**config.mk**
```make
export PLATFORM = sky130hd
export DESIGN_NAME = counter_nbit_rev
export DESIGN_NICKNAME = d
export VERILOG_FILES = /design/src/rtl/counter_nbit_rev.sv
export SDC_FILE = /design/constraint.sdc
export NUM_CORES = 1
export LEC_CHECK = 0
export ABC_CLOCK_PERIOD_IN_PS = 2500
export CORE_MARGIN = 2
export CORE_UTILIZATION = 48
export CTS_CLUSTER_SIZE = 14
export DETAILED_ROUTE_END_ITERATION = 8
export PLACE_DENSITY = 0.78
export REMOVE_ABC_BUFFERS = 1
export SKIP_LAST_GASP = 1
export SYNTH_ARGS = -nofsm -noshare
export SYNTH_HDL_FRONTEND = slang
export SYNTH_SLANG_ARGS = --single-unit
```
**constraint.sdc**
```tcl
create_clock -name clk -period 2.5 [get_ports clk]
set_input_delay 0.5 -clock clk [delete_from_list [all_inputs] [get_ports clk]]
set_output_delay 0.5 -clock clk [all_outputs]
set_load 0.1 [all_outputs]
```
**src/rtl/counter_nbit_rev.sv**
```systemverilog
`default_nettype none
// ============================================================================
// counter_nbit_rev : reversible, loadable N-bit modulo counter, cascadable rc
// Revision 1.0
// ============================================================================
module counter_nbit_rev #(
   parameter int               WIDTH    = 32,
   parameter logic [WIDTH-1:0] MAX_VAL  = {WIDTH{1'b1}},
   parameter bit               SATURATE = 1'b0
) (
   input  logic             clk,
   input  logic             rst_n,
   input  logic             clr_i,
   input  logic             load_i,
   input  logic [WIDTH-1:0] d_i,
   input  logic             en_i,
   input  logic             dir_i,
   input  logic             ovf_clr_i,
   output logic [WIDTH-1:0] q_o,
   output logic             rc_o,
   output logic             ovf_o
);

   localparam logic [WIDTH-1:0] c_ZERO = '0;
   localparam logic [WIDTH-1:0] c_ONE  = {{(WIDTH-1){1'b0}}, 1'b1};

   logic [WIDTH-1:0] q_q, q_d;
   logic             ovf_q, ovf_d;

   logic             w_at_max;
   logic             w_at_zero;
   logic             w_terminal;
   logic [WIDTH-1:0] w_up_term;
   logic [WIDTH-1:0] w_dn_term;
   logic [WIDTH-1:0] w_load_val;

   assign w_at_max   = (q_q == MAX_VAL);
   assign w_at_zero  = (q_q == c_ZERO);
   assign w_terminal = dir_i ? w_at_max : w_at_zero;
   assign w_load_val = (d_i > MAX_VAL) ? MAX_VAL : d_i;

   // Value taken at the terminal count: hold in saturate mode, wrap otherwise.
   generate
      if (SATURATE) begin : g_saturate
         assign w_up_term = MAX_VAL;
         assign w_dn_term = c_ZERO;
      end else begin : g_wrap
         assign w_up_term = c_ZERO;
         assign w_dn_term = MAX_VAL;
      end
   endgenerate

   always_comb begin
      q_d   = q_q;
      ovf_d = ovf_q;
      if (clr_i) begin
         q_d   = c_ZERO;
         ovf_d = 1'b0;
      end else begin
         if (ovf_clr_i) begin
            ovf_d = 1'b0;
         end
         if (load_i) begin
            q_d = w_load_val;
         end else if (en_i) begin
            // A terminal event overrides a same-edge ovf_clr.
            if (w_terminal) begin
               ovf_d = 1'b1;
               q_d   = dir_i ? w_up_term : w_dn_term;
            end else begin
               q_d   = dir_i ? (q_q + c_ONE) : (q_q - c_ONE);
            end
         end
      end
   end

   always_ff @(posedge clk or negedge rst_n) begin
      if (!rst_n) begin
         q_q   <= c_ZERO;
         ovf_q <= 1'b0;
      end else begin
         q_q   <= q_d;
         ovf_q <= ovf_d;
      end
   end

   assign q_o   = q_q;
   assign ovf_o = ovf_q;
   assign rc_o  = en_i & ~clr_i & ~load_i & w_terminal;

endmodule
`default_nettype wire
```
# After elaboration in Yosys (flattened, before gate mapping)
# Index checks and enable logic that the tools add are counted.
# totals
register_bits	33
elab_cells	26
# op_classes
eq_ne	1
bitwise_logic	5
muxes	13
n_reduce_logical	2
n_lt_le_gt_ge	1
addsub	2
# op_table
operator	n
$mux 32	7
$add 32x1->32 const B	1
$eq 32x32->1 const B	1
$gt 32x32->1 const B	1
$logic_not 32->1	1
$sub 32x1->32 const B	1
$mux 1	6
$and 1x1->1	3
$reduce_bool 3->1	1
$not 1->1	2

# Longest topological paths before layout
# Gate-level depths: netlist of run 1.
# logic_depth
word_depth	6
depth_mapped	12
ltp_nobuf	11

# Worst setup path before layout of run 1
# No wires, ideal clock.
# synth_path
path_kind	flip-flop to output port
start	register q_q[0], in the netlist q_o[0]
end	output port rc_o
required_time_ps	2000
arrival_ps	4186
stages_incl_launch_ff	6
path_slack_ps	-2186
cell_sequence	dfrtp_1 > nand4_1 > nor4_1 > nand3_1 > nand2b_1 > nor3b_1
# synth_via
elab_chain_len	3
# synth_rtl
element	line	source
start: declaration	27	logic [WIDTH-1:0] q_q, q_d;
start signal: assignment	79	q_q <= c_ZERO;
start signal: assignment	82	q_q <= q_d;
$eq 32x32->1 or $logic_not 32->1 (tied branches)	37, 38	
$mux 1 *	39	assign w_terminal = dir_i ? w_at_max : w_at_zero;
$and 1x1->1 *	89	assign rc_o = en_i & ~clr_i & ~load_i & w_terminal;
end: declaration	20	output logic rc_o,
# Mark *: on every way between the ends. The rest lies on a longest branch, timed or not.

# Final worst setup path of run 1
# layout_path
start	register q_q[1], in the netlist q_o[1]
end	register q_q[12], in the netlist q_o[12]
# layout_via
elab_chain_len	6
# layout_rtl
element	line	source
$sub 32x1->32 (tied with other cells)	71	q_d = dir_i ? (q_q + c_ONE) : (q_q - c_ONE);
$mux 32 or $mux 1 (tied branches)	71, 39	
$mux 32 *	67	if (w_terminal) begin
$mux 32 *	65	end else if (en_i) begin
$mux 32 *	63	if (load_i) begin
$mux 32 *	56	if (clr_i) begin
# Mark *: on every way between the ends. The rest lies on a longest branch, timed or not. The select of a mux whose other input is x is not followed.
# A chain may end at the register's enable or synchronous reset.

==> run_results.csv, run 1 <==
group,metric,value,unit
sta,setup_violations,26,
clock_tree,cts.reportedPaths.clkPinSlew,0.08,ns
sta,worstMarginPinSlew,0.550,ns
logic_synthesis,syn_area,0.00369,sq mm
logic_synthesis,syn_inst,466,
drt,viasPerCell,6.74,
clock_tree,cts_max_path_buffers,2,
global_route,antenna_found_initial,0,
sta,fin_worst_skew,0.00769,ns
logic_synthesis,yosys_most_used_dff,"dfrtp_1",
sta,drv_slew,0,
cells_and_area,final_util,0.860,
placement,gp_congestion,1.03,
clock_tree,clk_latency,0.31,ns
setup_path,start_kind,"flop",
clock_tree,cts_tree,"built",
placement,numPortBuffers,72,
setup_path,cp_max_fo,4,
pwr,total_leakage_power,0.00283,uW
logic_synthesis,ys_types,61,
drt,ant_nets,0,
die,die_y,91.6,microns
global_route,grt_max_degree,40,
placement,dp_hpwl,10100,microns
drt,drtIter0Drc,648,
clock_tree,cts_root_buf,"clkbuf_8",
sta,finalHoldViolations,0,
global_route,grt_usage,0.361,
clock_tree,cts_buffers,5,
die,die_w,91.6,microns
cells_and_area,nets,744,
setup_path,cp-end-kind,"flop",
drt,drt_wl_total,18300,microns
logic_synthesis,postSynthAreaPerCell,7.91,sq um
drt,routedWlPerCell,23.7,microns
cells_and_area,fillers,344,
run_status,failed_checks,"negative setup slack",
cells_and_area,num_antenna_cells,0,
pwr,power_density,503,mW/mm^2
logic_synthesis,netlist_top_cells_area,"dfrtp_1 (22%), ha_1 (10%), a21oi_1 (9.8%), nor2_1 (4.2%), xnor2_1 (4.0%)",
placement,pre_cts_ws,-0.958,ns
die,dieArea,0.00840,sq mm
cells_and_area,drive_gt1_frac,0.439,
logic_synthesis,synth_edf_count,0,
global_route,grt_pass1_vias,4845,
pwr,vdd_drop_max,361,uV
cells_and_area,syn2layout_area_growth,71.0,%
setup_path,cp.required,2.69,ns
global_route,grt_overflow,0,
sta,post-route-min-period,3.05,ns
setup_path,worstSetupPathType,"flop to flop",
logic_synthesis,ys_seq_elements,33,
sta,final.setup.tns,-4.56,ns
logic_synthesis,ys_seq_area_frac,0.224,
logic_synthesis,async_flop_share,1.00,
run_status,status,"finished, violations left",
setup_path,crit_arrival,3.23,ns
die,coreArea,0.00733,sq mm
logic_synthesis,ys_warn_count,0,
sta,fin_ws,-0.546,ns
flow_run,drv_cap,0,
drt,vias,5220,
logic_synthesis,yosys.area.top_type_share,0.224,
die,initial_core_util,0.503,
logic_synthesis,yosysTopAreaCell,"dfrtp_1",
sta,min_period_over_period,1.22,
die,row_count,31,
clock_tree,cts_sinks,33,
sta,rsz0062_at_grt,"true",
clock_tree,ctsHtreeMaxLevel,2,
cells_and_area,final_common_cell,"buf_4",
worst_hold_path,hp-class,"flop to flop",
die,pin_count,73,
sta,slew_headroom,0.631,
cells_and_area,final_cell_mix,"buf_4 (174), a21oi_1 (60), nor2_1 (40), clkdlybuf4s50_1 (36), o21ai_1 (31)",
clock_tree,cts_hold_buf,0,
sta,max_freq,0.328,GHz
global_route,grt_pass1_wl,24200,microns
drt,drc,0,
drt,dr.pass1.iters,7,
## critical path, stage by stage, from the launching register on
cell,delay [ns]
dfrtp_1,0.39
buf_6,0.13
fa_2,0.39
a21o_1,0.20
a21oi_2,0.15
o21a_1,0.21
buf_6,0.13
o41ai_4,0.07
buf_4,0.16
xor2_1,0.16
o21ai_1,0.46
a21oi_1,0.19
a21oi_1,0.21
nor2_1,0.07
## registers in the layout (all words and copies together) (netlist names)
register / flops
q_o: 32
ovf_o: 1
## kinds of logic after synthesis
kind of cell | synth area share
buffers and inverters | 0.0597
multiplexers | 0.0112
XOR/XNOR | 0.0641
adder cells (fa/ha/maj) | 0.107
AND/OR/NAND/NOR | 0.213
AO/OA/AOI/OAI | 0.320
flip-flops | 0.224
## cells in the mapped netlist (2+ instances only)
cell,count
a21oi_1,72
and3_1,6
nor2_1,41
inv_1,13
nand2b_1,4
a221oi_2,2
a211oi_2,3
a31oi_1,4
or3_1,2
ha_1,30
nand4_1,14
nor4_1,11
buf_4,2
a211oi_1,3
dfrtp_1,33
mux2i_1,3
buf_6,3
nor3_1,8
clkbuf_1,18
o31a_1,2
o221ai_1,2
xnor2_1,17
nand3_1,7
o22ai_1,2
clkbuf_8,4
o21a_1,2
nor2b_1,4
a21oi_2,3
nand2_1,29
o211ai_1,7
o21ai_0,28
o21ai_1,21
a21o_1,12
xor2_1,10
a311oi_2,2
nor3b_1,17
## final cells by class
class	instances	area, sq um	area share
repair buffers	228	1940	0.307
clock inverters	1	5.00	0.000794
multi-input cells	393	3250	0.516
inverters	13	56.3	0.00893
flip-flops and latches	33	833	0.132
well taps	99	124	0.0196
clock buffers	7	96.3	0.0153
## per-stage QoR
stage | hold WS (ns) | power [uW] | std cells | instance area, sq um
2_1_floorplan | 0.204 | 1580 | 439 | 3520
3_3_place_gp | 0.528 | 2180 | 738 | 5260
3_5_place_dp | 0.562 | 2210 | 738 | 5260
4_1_cts | 0.573 | 2850 | 762 | 5860
5_1_grt | 0.595 | 3270 | 774 | 6300
6_report | 0.571 | 3170 | 774 | 6300
## routing by layer
metal / vias up / track usage / routed length [microns]
met5: - / 0 / 0
met1: 2422 / 0.450 / 6450
met3: 169 / 0.0526 / 2170
li1: 2166 / - / -
met4: 0 / 0.167 / 1500
met2: 463 / 0.614 / 8210
## worst paths after layout
check,startpoint,endpoint,slack (ns),depth (start not counted)
worst max-delay path,q_o[1]$_DFFE_PN0P_,q_o[12]$_DFFE_PN0P_,-0.55,13
worst min-delay path,ovf_o$_DFF_PN0_,ovf_o$_DFF_PN0_,0.57,2
worst max register to register,q_o[1]$_DFFE_PN0P_,q_o[12]$_DFFE_PN0P_,-0.55,13
min in group asynchronous,rst_n,q_o[25]$_DFFE_PN0P_,0.62,2
worst min register to register,ovf_o$_DFF_PN0_,ovf_o$_DFF_PN0_,0.57,2
max in group asynchronous,rst_n,q_o[16]$_DFFE_PN0P_,1.52,2
## power breakdown
group          switching [uW]  internal [uW]  total [uW]
sequential               86.1            580         666
clock                     241            250         491
combinational            1150            861        2010
## what timing repair did
| item | 4_1_cts | 5_1_grt |
|---|---|---|
| gates resized for setup | 66 | 69 |
| pin swaps | 34 | 55 |
| setup endpoints to repair | 28 | 25 |
| setup buffers | 15 | 12 |
| gates cloned | 2 | 0 |
No activity file was read; power rests on OpenSTA's default activity.
==> run 2: changes to the inputs <==
TNS_END_PERCENT = 30   (was not set)
==> run_results.csv, run 2 (same netlist as run 1, synthesis figures left out) <==
group,metric,value,unit
run_status,status,"finished, violations left",
run_status,failed_checks,"negative setup slack",
sta,worstMarginPinSlew,0.498,ns
placement,dp_hpwl,10100,microns
cells_and_area,seqCellArea,836,sq um
setup_path,slowest_stage,"dfrtp_1",
cells_and_area,multi_input_area,0.00311,sq mm
setup_path,crit_arrival,2.54,ns
pwr,p_total,3060,uW
die,initial_core_util,0.503,
cells_and_area,final_cell_mix,"buf_4 (177), a21oi_1 (63), nor2_1 (41), clkdlybuf4s50_1 (36), nand2_1 (28)",
global_route,use_met3,0.0542,
setup_path,start_kind,"flop",
setup_path,timing.rr.start,"q_o[13]$_DFFE_PN0P_",
global_route,grt_overflow,0,
pwr,p_sw_frac,0.463,
cells_and_area,drive_gt1_frac,0.417,
drt,viasPerCell,6.66,
die,dieArea,0.00840,sq mm
worst_hold_path,min-delay-start,"ovf_o$_DFF_PN0_",
die,row_count,31,
global_route,use_met1,0.446,
die,die_w,91.6,microns
placement,pre_cts_ws,-0.958,ns
global_route,grt_usage,0.361,
die,pin_count,73,
clock_tree,ctsHtreeMaxLevel,2,
pwr,seq_power_share,0.217,
drt,routedWlPerCell,22.9,microns
cells_and_area,syn2layout_area_growth,65.7,%
setup_path,critPathTopFamily,"simple AND/OR/NAND/NOR gates",
sta,fin_worst_skew,0.00856,ns
drt,drc,0,
setup_path,critPathBufInv,4,
worst_hold_path,hp-class,"flop to flop",
placement,numPortBuffers,72,
global_route,antenna_found_initial,0,
cells_and_area,nets,741,
setup_path,cp.required,2.00,ns
setup_path,cp-startpoint,"q_o[15]$_DFFE_PN0P_",
sta,finalHoldViolations,0,
setup_path,cp-end-kind,"primary output",
pwr,switchingPower,1420,uW
setup_path,r2r_end,"q_o[31]$_DFFE_PN0P_",
setup_path,critical_path.max_stage_delay,0.43,ns
placement,postPlaceCellArea,0.00526,sq mm
pwr,combPwrFrac,0.623,
drt,vias,5138,
clock_tree,cts_sinks,33,
clock_tree,cts.reportedPaths.clkPinSlew,0.08,ns
pwr,pwr-share-clk,0.160,
die,die_y,91.6,microns
drt,drtIter0Drc,632,
setup_path,worstSetupPathType,"flop to primary output",
clock_tree,cts_hold_buf,0,
global_route,busiest_layer,"met2",
cells_and_area,final_common_cell,"buf_4",
pwr,internal-power,1640,uW
setup_path,crit_top_cell,"buf_4",
sta,max_freq,0.329,GHz
clock_tree,cts_max_path_buffers,2,
sta,fin_ws,-0.539,ns
sta,setup_violations,27,
cells_and_area,num_antenna_cells,0,
sta,slew_headroom,0.668,
setup_path,r2r_slack,-0.41,ns
cells_and_area,fillers,409,
pwr,total_leakage_power,0.00277,uW
clock_tree,cts_root_buf,"clkbuf_8",
clock_tree,cts_tree,"built",
die,coreArea,0.00733,sq mm
drt,drt_wl_total,17600,microns
setup_path,ff2ff_path_depth,11,
drt,ant_nets,0,
clock_tree,clk_latency,0.30,ns
sta,timing.hold.ws,0.577,ns
setup_path,cp_max_fo,4,
pwr,power_density,501,mW/mm^2
sta,min_period_over_period,1.22,
sta,drv_slew,0,
pwr,vdd_drop_max,320,uV
cells_and_area,largest_reg_flops,32,
sta,post-route-min-period,3.04,ns
setup_path,endpoint,"rc_o",
cells_and_area,final_cell_area,0.00611,sq mm
placement,gp_congestion,1.03,
sta,final.setup.tns,-3.83,ns
sta,rsz0062_at_grt,"true",
global_route,use_met2,0.613,
flow_run,drv_cap,0,
clock_tree,cts_buffers,5,
setup_path,cp.depth,9,
global_route,grt_pass1_vias,4935,
global_route,grt_pass1_wl,24400,microns
drt,dr.pass1.iters,8,
setup_path,crit_chain,"buf_4 > nand4_1 > nor4_1 > buf_4 > nand3_1 > nand2b_4 > nor3b_4 > buf_4 > buf_12",
global_route,grt_max_degree,40,
==> run 2: worst min-delay path by stage <==
stage          depth (start not counted)  slack, ns               to
4_1_cts                                2       0.57  ovf_o$_DFF_PN0_
3_5_place_dp                           2       0.56  ovf_o$_DFF_PN0_
5_1_grt                                2       0.60  ovf_o$_DFF_PN0_
3_3_place_gp                           2       0.53  ovf_o$_DFF_PN0_
6_report                               2       0.58  ovf_o$_DFF_PN0_
2_1_floorplan                          0       0.20  ovf_o$_DFF_PN0_
==> run 2: layer usage <==
| layer | share of wire | wire length (microns) | up-vias |
|---|---|---|---|
| met4 | 0.073 | 1290 | 0 |
| met2 | 0.46 | 8180 | 462 |
| met1 | 0.36 | 6280 | 2393 |
| met5 | 0 | 0 | - |
| li1 | - | - | 2153 |
| met3 | 0.11 | 1890 | 130 |
==> run 2: tightest hold or removal path: cells and delay by family, from the launching register on <==
kind / cells / cell delay, ns
AOI/OAI and AO/OA: 1 / 0.07
DFF: 1 / 0.39
and+or+nand+nor: 1 / 0.08
==> run 2: power by group through the flow <==
stage	logic, uW	clock network (uW)	registers (uW)
final	1910	491	663
after global placement	1540	0	645
after floorplan	615	0	968
after global routing	1990	512	666
after CTS	1690	485	651
after detailed placement	1560	0	646
==> run 2: cell type report <==
class	count	share of cell area
multi-input combinational	393	0.509
timing repair buffer	225	0.308
sequential	33	0.137
tap	99	0.0203
clock buffer	7	0.0158
inverter	13	0.00922
clock inverter	1	0.000819
==> run 2: repair_timing <==
action	4_1_cts	5_1_grt
endpoints found under the hold margin	0	0
pin swaps	29	37
gates cloned	2	0
setup endpoints to repair	28	29
buffers inserted	15	9
resized for setup	55	46
==> run 2: through the flow <==
step	utilization	cells
final	0.833	771
after global routing	0.833	771
after CTS	0.794	762
after global placement	0.718	738
after detailed placement	0.718	738
after floorplan	-	439
